--- src/rtl/hist_pkg.sv ---
// Shared types and default sizing for the frame-level luma histogram controller.
package hist_pkg;

    localparam int NUM_BINS_DEF = 8;
    localparam int BIN_W_DEF    = 8;
    localparam int BIN_IDX_W    = $clog2(NUM_BINS_DEF);

    typedef enum logic [2:0] {
        IDLE   = 3'd0,
        CLEAR  = 3'd1,
        ARMED  = 3'd2,
        ACCUM  = 3'd3,
        SETTLE = 3'd4,
        LATCH  = 3'd5
    } hist_state_e;

endpackage

--- src/rtl/hist_snap_reader.sv ---
// Holds one frame snapshot of the accumulator bins and streams it out bin by bin.
// Optional HIST_FRAME_CTRL_DROP_CNT_EN adds a saturating count of discarded frames.
module hist_snap_reader
    import hist_pkg::*;
#(
    parameter  int NUM_BINS = NUM_BINS_DEF,
    parameter  int BIN_W    = BIN_W_DEF,
    localparam int IDX_W    = $clog2(NUM_BINS)
) (
    input  logic                      clk,
    input  logic                      rst,
    input  logic                      latch,
    input  logic [NUM_BINS*BIN_W-1:0] snap_in,
    output logic                      full,
    output logic [BIN_W-1:0]          bin_data,
    output logic [IDX_W-1:0]          bin_idx,
    input  logic                      bin_ready,
    output logic                      bin_last,
    output logic                      frame_drop
`ifdef HIST_FRAME_CTRL_DROP_CNT_EN
    ,
    output logic [15:0]               drop_cnt
`endif
);

    logic [NUM_BINS*BIN_W-1:0] snap_q, snap_d;
    logic                      full_q, full_d;
    logic [IDX_W-1:0]          idx_q, idx_d;
    logic                      drop_q, drop_d;
    logic                      accept, at_last;

    always_comb begin
        at_last = (idx_q == IDX_W'(NUM_BINS - 1));
        accept  = full_q & bin_ready;
        snap_d  = snap_q;
        full_d  = full_q;
        idx_d   = idx_q;
        drop_d  = 1'b0;
        if (accept) begin
            idx_d = at_last ? '0 : idx_q + 1'b1;
            if (at_last) full_d = 1'b0;
        end
        // An occupied snapshot wins over a new frame: the new one is dropped.
        if (latch) begin
            if (full_q) begin
                drop_d = 1'b1;
            end else begin
                snap_d = snap_in;
                full_d = 1'b1;
                idx_d  = '0;
            end
        end
    end

    always_ff @(posedge clk or posedge rst) begin
        if (rst) begin
            snap_q <= '0;
            full_q <= 1'b0;
            idx_q  <= '0;
            drop_q <= 1'b0;
        end else begin
            snap_q <= snap_d;
            full_q <= full_d;
            idx_q  <= idx_d;
            drop_q <= drop_d;
        end
    end

    assign full       = full_q;
    assign bin_idx    = idx_q;
    assign bin_data   = full_q ? snap_q[int'(idx_q)*BIN_W +: BIN_W] : '0;
    assign bin_last   = full_q & at_last;
    assign frame_drop = drop_q;

`ifdef HIST_FRAME_CTRL_DROP_CNT_EN
    logic [15:0] drop_cnt_q, drop_cnt_d;

    always_comb begin
        drop_cnt_d = drop_cnt_q;
        if (drop_d && (drop_cnt_q != 16'hFFFF)) drop_cnt_d = drop_cnt_q + 16'd1;
    end

    always_ff @(posedge clk or posedge rst) begin
        if (rst) drop_cnt_q <= '0;
        else     drop_cnt_q <= drop_cnt_d;
    end

    assign drop_cnt = drop_cnt_q;
`endif

endmodule

--- src/rtl/hist_frame_ctrl.sv ---
// Frame gating, snapshot and clear sequencing for the 8-bin luma histogram accumulator.
// Optional HIST_FRAME_CTRL_DROP_CNT_EN exposes a saturating drop counter on drop_cnt.
//
// state  | meaning
// IDLE   | disabled, accumulator untouched
// CLEAR  | id_clear asserted for one cycle
// ARMED  | waiting for a SOF beat
// ACCUM  | gating beats into the accumulator until EOF
// SETTLE | final increment lands in the accumulator
// LATCH  | snapshot captured (or frame dropped) at the end of this cycle
module hist_frame_ctrl
    import hist_pkg::*;
#(
    parameter  int NUM_BINS = NUM_BINS_DEF,
    parameter  int BIN_W    = BIN_W_DEF,
    localparam int IDX_W    = $clog2(NUM_BINS)
) (
    input  logic                      clk,
    input  logic                      rst,
    input  logic                      hist_enable,
    input  logic                      video_valid,
    input  logic                      video_sof,
    input  logic                      video_eof,
    output logic                      accum_valid,
    output logic                      id_clear,
    input  logic [NUM_BINS*BIN_W-1:0] id_value,
    output logic [BIN_W-1:0]          bin_data,
    output logic [IDX_W-1:0]          bin_idx,
    output logic                      bin_valid,
    input  logic                      bin_ready,
    output logic                      bin_last,
    output logic                      frame_drop
`ifdef HIST_FRAME_CTRL_DROP_CNT_EN
    ,
    output logic [15:0]               drop_cnt
`endif
);

    hist_state_e state_q, state_d;
    logic        id_clear_q, id_clear_d;
    logic        sof_beat, eof_beat, latch;

    always_comb begin
        sof_beat = video_valid & video_sof;
        eof_beat = video_valid & video_eof;
        state_d  = state_q;
        if (!hist_enable) begin
            state_d = IDLE;
        end else begin
            case (state_q)
                IDLE:    state_d = CLEAR;
                CLEAR:   state_d = ARMED;
                ARMED:   if (sof_beat) state_d = eof_beat ? SETTLE : ACCUM;
                ACCUM:   if (eof_beat) state_d = SETTLE;
                SETTLE:  state_d = LATCH;
                LATCH:   state_d = CLEAR;
                default: state_d = IDLE;
            endcase
        end
        id_clear_d = (state_d == CLEAR);
    end

    always_ff @(posedge clk or posedge rst) begin
        if (rst) begin
            state_q    <= IDLE;
            id_clear_q <= 1'b0;
        end else begin
            state_q    <= state_d;
            id_clear_q <= id_clear_d;
        end
    end

    // SOF beat in ARMED is gated too, so the first pixel of the frame is counted.
    assign accum_valid = video_valid & ((state_q == ACCUM) | ((state_q == ARMED) & video_sof));
    assign id_clear    = id_clear_q;
    assign latch       = (state_q == LATCH) & hist_enable;

    hist_snap_reader #(
        .NUM_BINS (NUM_BINS),
        .BIN_W    (BIN_W)
    ) u_reader (
        .clk        (clk),
        .rst        (rst),
        .latch      (latch),
        .snap_in    (id_value),
        .full       (bin_valid),
        .bin_data   (bin_data),
        .bin_idx    (bin_idx),
        .bin_ready  (bin_ready),
        .bin_last   (bin_last),
        .frame_drop (frame_drop)
`ifdef HIST_FRAME_CTRL_DROP_CNT_EN
        ,
        .drop_cnt   (drop_cnt)
`endif
    );

endmodule

--- config.mk ---
export PLATFORM = sky130hd
export DESIGN_NAME = hist_frame_ctrl
export DESIGN_NICKNAME = d
export VERILOG_FILES = /design/src/rtl/hist_pkg.sv /design/src/rtl/hist_snap_reader.sv /design/src/rtl/hist_frame_ctrl.sv
export SDC_FILE = /design/constraint.sdc
export NUM_CORES = 1
export LEC_CHECK = 0
export CAP_MARGIN = 20
export CELL_PAD_IN_SITES_DETAIL_PLACEMENT = 0
export CELL_PAD_IN_SITES_GLOBAL_PLACEMENT = 2
export CORE_MARGIN = 2
export CORE_UTILIZATION = 33
export DETAILED_ROUTE_END_ITERATION = 6
export PLACE_DENSITY_LB_ADDON = 0.1
export SLEW_MARGIN = 20
export SYNTH_ARGS = -nofsm -noshare
export SYNTH_HDL_FRONTEND = slang
export SYNTH_HIERARCHICAL = 1
export SYNTH_SLANG_ARGS = --single-unit
--- constraint.sdc ---
create_clock -name clk -period 2.7 [get_ports clk]
set_input_delay 0.405 -clock clk [delete_from_list [all_inputs] [get_ports clk]]
set_output_delay 0.405 -clock clk [all_outputs]
set_load 0.01 [all_outputs]
==> implementation parameters <==
Parameter                              Value

Status
  Outcome ... complete, no violations

Layout
  Number of nets in the layout ... 386
  Most frequent cells in the layout ... 83 x clkdlybuf4s50_1, 72 x dfrtp_1, 64 x mux2_2
  Antenna Cells ... 0
  Fraction of final layout cells with drive strength greater than 1 ... 0.299
  Final std cells w/o fill ... 454
  Most common cell after layout, fill and taps aside ... clkdlybuf4s50_1
  Synthesis-to-layout area growth ... 38.2%

STA
  Period utilization ... 0.959
  RSZ-0062 raised after global routing ... no
  Maximum clock frequency ... 386 MHz
  Slew at the pin closest to its max-slew limit ... 0.578 ns
  Final number of max-transition violations ... 0
  Headroom to the max-slew limit ... 0.614
  # setup viols final ... 0
  Clock skew ... 0.00524 ns
  Setup TNS ... 0 ns
  Fin. Hold Viols ... 0
  Time the final worst path needs with I/O delays and setup ... 2.59 ns

Placement
  HPWL after detailed placement ... 5.09 mm
  Count of placed standard cells including taps ... 435
  Routability Congestion ... 0.746
  Number of buffers inserted by port buffering ... 86

Synthesis
  Number of unique standard cell types used by synthesis ... 26
  Mapped Area ... 3400 um2
  Main synth FF type ... dfrtp_1
  Total of flip-flops plus latches after synthesis ... 73
  Count of flip-flops with a built-in enable after synthesis ... 0
  Synthesis Warnings ... 6
  Post-Syn Nets ... 294
  Post-synth ARST share ... 1.00
  Post-Synthesis Mean Instance Area ... 15.4 um2
  Sequential fraction of the synthesis area ... 0.537
  Synth Instances ... 221

Routing
  Initial drt markers ... 26
  Vias per cell ... 4.70
  Routed wire length ... 7.23 mm
  First drt pass iteration count ... 4
  Average detailed-routed wire length per instance ... 15.9 um
  Remaining antenna violation count after routing ... 0
  Vias ... 2133
  Detailed-route DRC error count ... 0

Floorplan
  Chip Height ... 106 um
  Row count ... 37
  Placeable core area ... 10200 um2
  Die outline width ... 106 um
  Initial Util ... 0.334
  Floorplan die area ... 11100 um2
  Boundary Pins ... 87

Critical path
  CP Launch Type ... register
  R2R cell count ... 5
  CP arrival ... 2.18 ns
  Required time at the worst-slack endpoint ... 2.30 ns
  Crit path capture type ... primary output
  Worst path max stage delay ... 0.56 ns
  Kind of critical path ... reg2out
  Crit Path Max Fanout ... 17
  Critical-path cell list ... buf_12 -> mux4_1 -> mux2i_1 -> nor2_1 -> clkdlybuf4s50_1
  CP max-delay cell ... mux4_1

Clock tree
  Source-to-sink clock delay at the later pin of the worst-skew pair ... 0.34 ns
  Cts-stage hold buffer count ... 0
  Number of buffers added by the clock tree synthesis step ... 9
  Clock tree root buffer cell ... clkbuf_8
  CTS max path bufs ... 2
  Clock-pin slew on the worst setup and hold paths ... 0.08 ns
  Clock tree from TritonCTS ... built
  Clock Sink Count ... 73
  Level count of the clock H-tree ... 3

Run
  Maximum Capacitance Violations ... 0

GRT
  Gr ovfl total ... 0
  Total track usage ... 0.138
  Initial antenna violation count ... 0
  Vias in the first global route ... 2311
  Pin count of the biggest net entering global routing ... 65
  Global-route wire length before repair ... 11.8 mm

Worst hold path
  Hold/Removal Path Class ... in2async

Power and ir drop
  P_leak ... 2.20 nW
  PwrDens ... 659 nW/um2
  Peak supply drop ... 0.273 mV
layer usage:
| metal | up-vias | wire length, um | track usage | part of all wire |
|---|---|---|---|---|
| li1 | 1004 | - | - | - |
| met4 | 0 | 65 | 0.0338 | 0.0090 |
| met1 | 1071 | 3290 | 0.180 | 0.45 |
| met3 | 5 | 336 | 0.0451 | 0.046 |
| met5 | - | 0 | 0 | 0 |
| met2 | 53 | 3540 | 0.222 | 0.49 |
metrics by stage:
stage / power (mW) / util / worst slack (ns) / hold WS [ns] / cell area (um2)
6_report: 3.10 / 0.462 / 0.111 / 0.309 / 4700
3_3_place_gp: 2.17 / 0.437 / 0.338 / 0.481 / 4450
4_1_cts: 3.14 / 0.459 / 0.0510 / 0.297 / 4680
2_1_floorplan: 1.84 / - / 0.555 / 0.171 / 3400
5_1_grt: 3.26 / 0.462 / 0.00583 / 0.314 / 4700
3_5_place_dp: 2.18 / 0.437 / 0.333 / 0.489 / 4450
critical path, delay by kind of cell, from the launching register on:
| kind | cells | cell delay (ns) |
|---|---|---|
| DFF | 1 | 0.42 |
| buffers and inverters | 2 | 0.66 |
| and+or+nand+nor | 1 | 0.05 |
| muxes | 2 | 0.71 |
final timing paths:
kind,start,to,slack [ns]
worst max-delay path,u_reader/bin_idx[1],bin_data[1],0.11
worst min-delay path,rst,state_q[0],0.31
worst max register to register,state_q[1],u_reader/snap_q[14],0.73
worst min register to register,u_reader/snap_q[9],u_reader/snap_q[9],0.50
max in group asynchronous,rst,u_reader/snap_q[14],1.60
min in group clk,u_reader/snap_q[9],u_reader/snap_q[9],0.50
synthesized netlist by cell type, types with 2 or more instances:
master | number | share of area
mux2_2 | 64 | 0.21
a21oi_1 | 4 | 0.0059
o21ai_0 | 4 | 0.0059
mux4_2 | 2 | 0.013
mux2i_1 | 11 | 0.032
inv_1 | 3 | 0.0033
ha_1 | 2 | 0.0074
nand2b_1 | 2 | 0.0037
nor3b_1 | 2 | 0.0044
and2_1 | 2 | 0.0037
nor2_1 | 12 | 0.013
nand2_1 | 5 | 0.0055
mux4_1 | 14 | 0.11
buf_2 | 10 | 0.015
dfrtp_1 | 73 | 0.54
timing repair:
item                                    CTS  global route
resized for setup                         1             3
endpoints found under the setup margin    2             4
buffers inserted                          1             2
pin swaps                                 0             0
flip-flops by register name, indices dropped and copies added (netlist names):
register             count
u_reader/full            1
u_reader/snap_q         64
state_q                  3
u_reader/bin_idx         3
id_clear                 1
u_reader/frame_drop      1
power breakdown:
| group | leakage [nW] | internal, mW | switching [mW] |
|---|---|---|---|
| clock | 0.103 | 0.524 | 0.410 |
| sequential | 0.997 | 1.25 | 0.109 |
| combinational | 1.10 | 0.502 | 0.309 |
| total | 2.20 | 2.27 | 0.828 |
final cells by class:
type                            count  area, um2
Tap cell                          136        170
Timing Repair Buffer               95        986
Inverter                            3       11.3
Sequential cell                    73       1830
Fill cell                         942       5480
Multi-Input combinational cell    131       1490
Clock buffer                       10        128
Clock inverter                      6       92.6
cell families after synthesis:
kind of cell / after synthesis / share of synthesized area
mux: 91 / 0.366
flops: 73 / 0.537
simple gates: 26 / 0.0390
buf+inv: 17 / 0.0283
compound gates: 11 / 0.0202
fa+ha+maj: 2 / 0.00735
xor+xnor: 1 / 0.00257
Note: power is estimated with default switching activity, not from simulation.
